### config.mk
export PLATFORM = sky130hd
export DESIGN_NAME = byte_serial_ctrl
export DESIGN_NICKNAME = d
export VERILOG_FILES = /design/src/rtl/byte_serial_ctrl.sv
export SDC_FILE = /design/constraint.sdc
export NUM_CORES = 1
export LEC_CHECK = 0
export CAP_MARGIN = 20
export CORE_MARGIN = 4
export CORE_UTILIZATION = 50
export CTS_CLUSTER_DIAMETER = 40
export DETAILED_ROUTE_END_ITERATION = 10
export HOLD_SLACK_MARGIN = 0.1
export PLACE_DENSITY = 0.87
export SYNTH_ARGS = -nofsm -noshare
export SYNTH_HDL_FRONTEND = slang
export SYNTH_SLANG_ARGS = --single-unit
### constraint.sdc
create_clock -name clk -period 4.1 [get_ports clk]
set_input_delay 0.41 -clock clk [delete_from_list [all_inputs] [get_ports clk]]
set_output_delay 0.41 -clock clk [all_outputs]
set_load 0.005 [all_outputs]
### src/rtl/byte_serial_ctrl.sv
// Byte-to-serial frame controller: latches a byte, walks an external bit-select
// mux LSB first, optionally appends an even-parity slot, then pulses done.
module byte_serial_ctrl #(
  parameter int unsigned CLK_DIV   = 4,
  parameter bit          PARITY_EN = 1'b1
) (
  input  logic       clk,
  input  logic       rst,
  input  logic [7:0] Data_in,
  input  logic       in_valid,
  output logic       in_ready,
  output logic [7:0] Data_hold,
  output logic [2:0] bit_n,
  input  logic       sel_bit,
  output logic       ser_out,
  output logic       bit_strobe,
  output logic       busy,
  output logic       done
);

  localparam int unsigned CNT_W = (CLK_DIV > 1) ? $clog2(CLK_DIV) : 1;

  typedef enum logic [1:0] {
    IDLE   = 2'd0,
    DATA   = 2'd1,
    PARITY = 2'd2,
    DONE   = 2'd3
  } state_e;

  state_e             state_q;
  logic [7:0]         data_hold_q;
  logic [2:0]         bit_n_q;
  logic [CNT_W-1:0]   cnt_q;
  logic               par_q;
  logic               in_ready_q;
  logic               busy_q;
  logic               done_q;
  logic               strobe_q;
  logic               last_slot;
  logic               ser_d;

  assign last_slot = (cnt_q == CNT_W'(CLK_DIV - 1));

  // NOTE: every register here is updated with <= so all state moves together on
  // the edge; a blocking assignment would let later lines see half-updated state.
  always_ff @(posedge clk) begin
    if (rst) begin
      state_q     <= IDLE;
      data_hold_q <= 8'h00;
      bit_n_q     <= 3'd0;
      cnt_q       <= '0;
      par_q       <= 1'b0;
      in_ready_q  <= 1'b1;
      busy_q      <= 1'b0;
      done_q      <= 1'b0;
      strobe_q    <= 1'b0;
    end else begin
      case (state_q)
        IDLE: begin
          if (in_valid && in_ready_q) begin
            data_hold_q <= Data_in;
            bit_n_q     <= 3'd0;
            cnt_q       <= '0;
            par_q       <= 1'b0;
            in_ready_q  <= 1'b0;
            busy_q      <= 1'b1;
            strobe_q    <= 1'b1;
            state_q     <= DATA;
          end
        end
        DATA: begin
          if (strobe_q) begin
            par_q <= par_q ^ sel_bit;
          end
          if (last_slot) begin
            cnt_q <= '0;
            if (bit_n_q == 3'd7) begin
              if (PARITY_EN) begin
                strobe_q <= 1'b1;
                state_q  <= PARITY;
              end else begin
                strobe_q <= 1'b0;
                busy_q   <= 1'b0;
                done_q   <= 1'b1;
                state_q  <= DONE;
              end
            end else begin
              bit_n_q  <= bit_n_q + 3'd1;
              strobe_q <= 1'b1;
            end
          end else begin
            cnt_q    <= cnt_q + CNT_W'(1);
            strobe_q <= 1'b0;
          end
        end
        PARITY: begin
          if (last_slot) begin
            cnt_q    <= '0;
            strobe_q <= 1'b0;
            busy_q   <= 1'b0;
            done_q   <= 1'b1;
            state_q  <= DONE;
          end else begin
            cnt_q    <= cnt_q + CNT_W'(1);
            strobe_q <= 1'b0;
          end
        end
        DONE: begin
          done_q     <= 1'b0;
          in_ready_q <= 1'b1;
          state_q    <= IDLE;
        end
        default: begin
          state_q <= IDLE;
        end
      endcase
    end
  end

  // The mux return path goes straight to the line so the bit appears in its own slot.
  always_comb begin
    ser_d = 1'b0;
    case (state_q)
      DATA:    ser_d = sel_bit;
      PARITY:  ser_d = par_q;
      default: ser_d = 1'b0;
    endcase
  end

  assign ser_out    = ser_d;
  assign in_ready   = in_ready_q;
  assign Data_hold  = data_hold_q;
  assign bit_n      = bit_n_q;
  assign bit_strobe = strobe_q;
  assign busy       = busy_q;
  assign done       = done_q;

endmodule

==> qor.txt <==
Post-Synthesis Cells: 120
DRC Markers: 0
Synth cell types: 26
Max Used Layer: met4
Die H: 53.1 um
CP max FO: 5
Slew HR: 0.617
iteration-0 DRC count of the detailed router: 15
clock sink total: 20
first-pass GRT wire length: 4.04 mm
Pre-antenna DRT Iters: 4
Detailed Route WL: 2.50 mm
initial antenna violation count: 0
status: finished clean
share of cells above drive strength 1: 0.0411
clk buf depth: 2
met2 WL: 1.34 mm
maximum achievable frequency: 435 MHz
Antenna Cells: 0
Synthesized Nets: 142
HP Class: reg2reg
TritonCTS clock tree: yes
WP data required: 3.69 ns
final setup skew: 0.00625 ns
GP Congestion: 0.821
period utilization: 0.560
Power Dens Cells: 557 nW/um2
CTS Buf Count: 3
peak supply drop: 0.485 mV
number of global-route vias before repair: 928
core area: 1940 um2
Startpoint Class: register
hold buffer count at CTS: 0
total gr overflow: 0
post-CTS setup buffers: 0
Syn. warnings: 0
clk root buf: clkbuf_4
# nets final: 169
Routed Antenna Nets: 0
leak pwr: 0.516 nW
Via Count: 928
Initial Utilization: 0.524
Crit. End Element: output pin
vias per cell: 5.36
htree depth: 1
sequential area share after synthesis: 0.394
Final Max Slew Viols: 0
IO buf count: 27
largest net degree at the start of global routing: 16
setup violators final: 0
total track usage: 0.202
Least-Margin Pin Slew: 0.573 ns
area grow syn2layout: 32.3%
I/O pin cnt: 28
PostCTS Resize Cnt: 0
final core utilization: 0.693
Die W: 53.1 um
met3 WL post-DR: 90 um
Post-Syn Area: 1020 um2
#FFs+latches synth: 20
routed len/inst: 14.5 um
hpwl dp: 1.90 mm
RSZ-0062 raised after global routing: no
die area: 2820 um2
minimum clock period: 2.30 ns
worst setup path category: reg2out
syn avg cell area: 8.48 um2
clk_lat worst skew: 0.31 ns
arrival time worst endpoint: 1.89 ns
Reg clk slew, reported paths: 0.12 ns
WL met1: 1.03 mm
Placement Rows: 16
maxcap violations: 0
final hold violations: 0
setup TNS: 0 ns
critical path, cell delays in order, from the launching register on:
cell             delay, ns
dfxtp_1               0.41
inv_1                 0.12
ha_1                  0.39
nor2b_1               0.16
clkdlybuf4s50_1       0.50
kinds of logic (layout without fill, tap and decap cells):
kind of cell	count (synthesis)	after routing	share of synthesized area
AND/OR/NAND/NOR	46	46	0.207
AO/OA/AOI/OAI	31	31	0.196
adder cells (fa/ha/maj)	10	10	0.123
multiplexers	4	4	0.0394
flip-flops	20	20	0.394
buffers and inverters	9	35	0.0418
state kept, by name (all words and copies together) (netlist names), 2 cells and up:
name / count
bit_n: 3
Data_hold: 8
cnt_q: 2
state_q: 2
routing by layer:
metal	up-vias	GRT usage
met5	-	0
met4	0	0.0936
met3	8	0.0507
met2	24	0.360
met1	427	0.220
li1	469	-
per-stage QoR:
stage | cell area (um2) | setup slack (ns) | power [mW] | instances | hold slack, ns
global placement | 1290 | 2.13 | 0.567 | 169 | 0.441
global route | 1350 | 1.65 | 0.800 | 173 | 0.492
floorplan | 1020 | 2.43 | 0.482 | 120 | 0.447
finish | 1350 | 1.80 | 0.750 | 173 | 0.471
CTS | 1350 | 1.79 | 0.750 | 173 | 0.474
detailed placement | 1290 | 2.09 | 0.589 | 169 | 0.457
placed cells by master, fill, tap and decap left out, drive strengths merged:
cell type      instances
nand2                 27
clkdlybuf4s50         27
dfxtp                 20
a21oi                 11
ha                    10
nand3                  8
o21ai                  8
inv                    4
mux2i                  4
nor2b                  3
nor2                   3
clkbuf                 3
a211oi                 2
nand2b                 2
or4b                   2
a31oi                  2
a21boi                 2
a22oi                  1
and3                   1
o22ai                  1
a211o                  1
a21bo                  1
o21bai                 1
o311a                  1
bufinv                 1
synthesized netlist by cell type, drive strengths merged:
library cell,count,area share
o21bai,1,0.0074
a211oi,2,0.015
a21oi,11,0.054
a31oi,2,0.012
nand2,27,0.10
o21ai,8,0.039
ha,10,0.12
o311a,1,0.0098
dfxtp,20,0.39
nand2b,2,0.012
buf,2,0.016
nand3,8,0.039
a21boi,2,0.026
nor2b,3,0.018
mux2i,4,0.039
a211o,1,0.0086
and3,1,0.0062
inv,4,0.015
nor2,3,0.011
o22ai,1,0.0062
or4b,2,0.020
clkbuf,3,0.011
a21bo,1,0.0098
a22oi,1,0.0074
final timing paths:
path,endpoint,slack (ns),depth (start not counted),start
max,ser_out,1.80,4,state_q[0]$_SDFFE_PP0P_
min,Data_hold[0]$_SDFFE_PP0P_,0.47,2,Data_hold[0]$_SDFFE_PP0P_
max reg2reg,state_q[1]$_SDFFE_PP0P_,2.24,5,state_q[0]$_SDFFE_PP0P_
min reg2reg,Data_hold[0]$_SDFFE_PP0P_,0.47,2,Data_hold[0]$_SDFFE_PP0P_
final cells by class:
type,instances,area (um2)
Tap cell,27,33.8
Inverter,4,15.0
Timing Repair Buffer,27,270
Sequential cell,20,400
Clock inverter,1,30.0
Multi-Input combinational cell,91,574
Fill cell,169,596
Clock buffer,3,22.5
report_power, final:
part	switching, mW	total (mW)	internal, mW
Sequential	0.0302	0.262	0.232
Clock	0.0647	0.164	0.0989
Combinational	0.171	0.324	0.153
No activity file was read; power rests on OpenSTA's default activity.
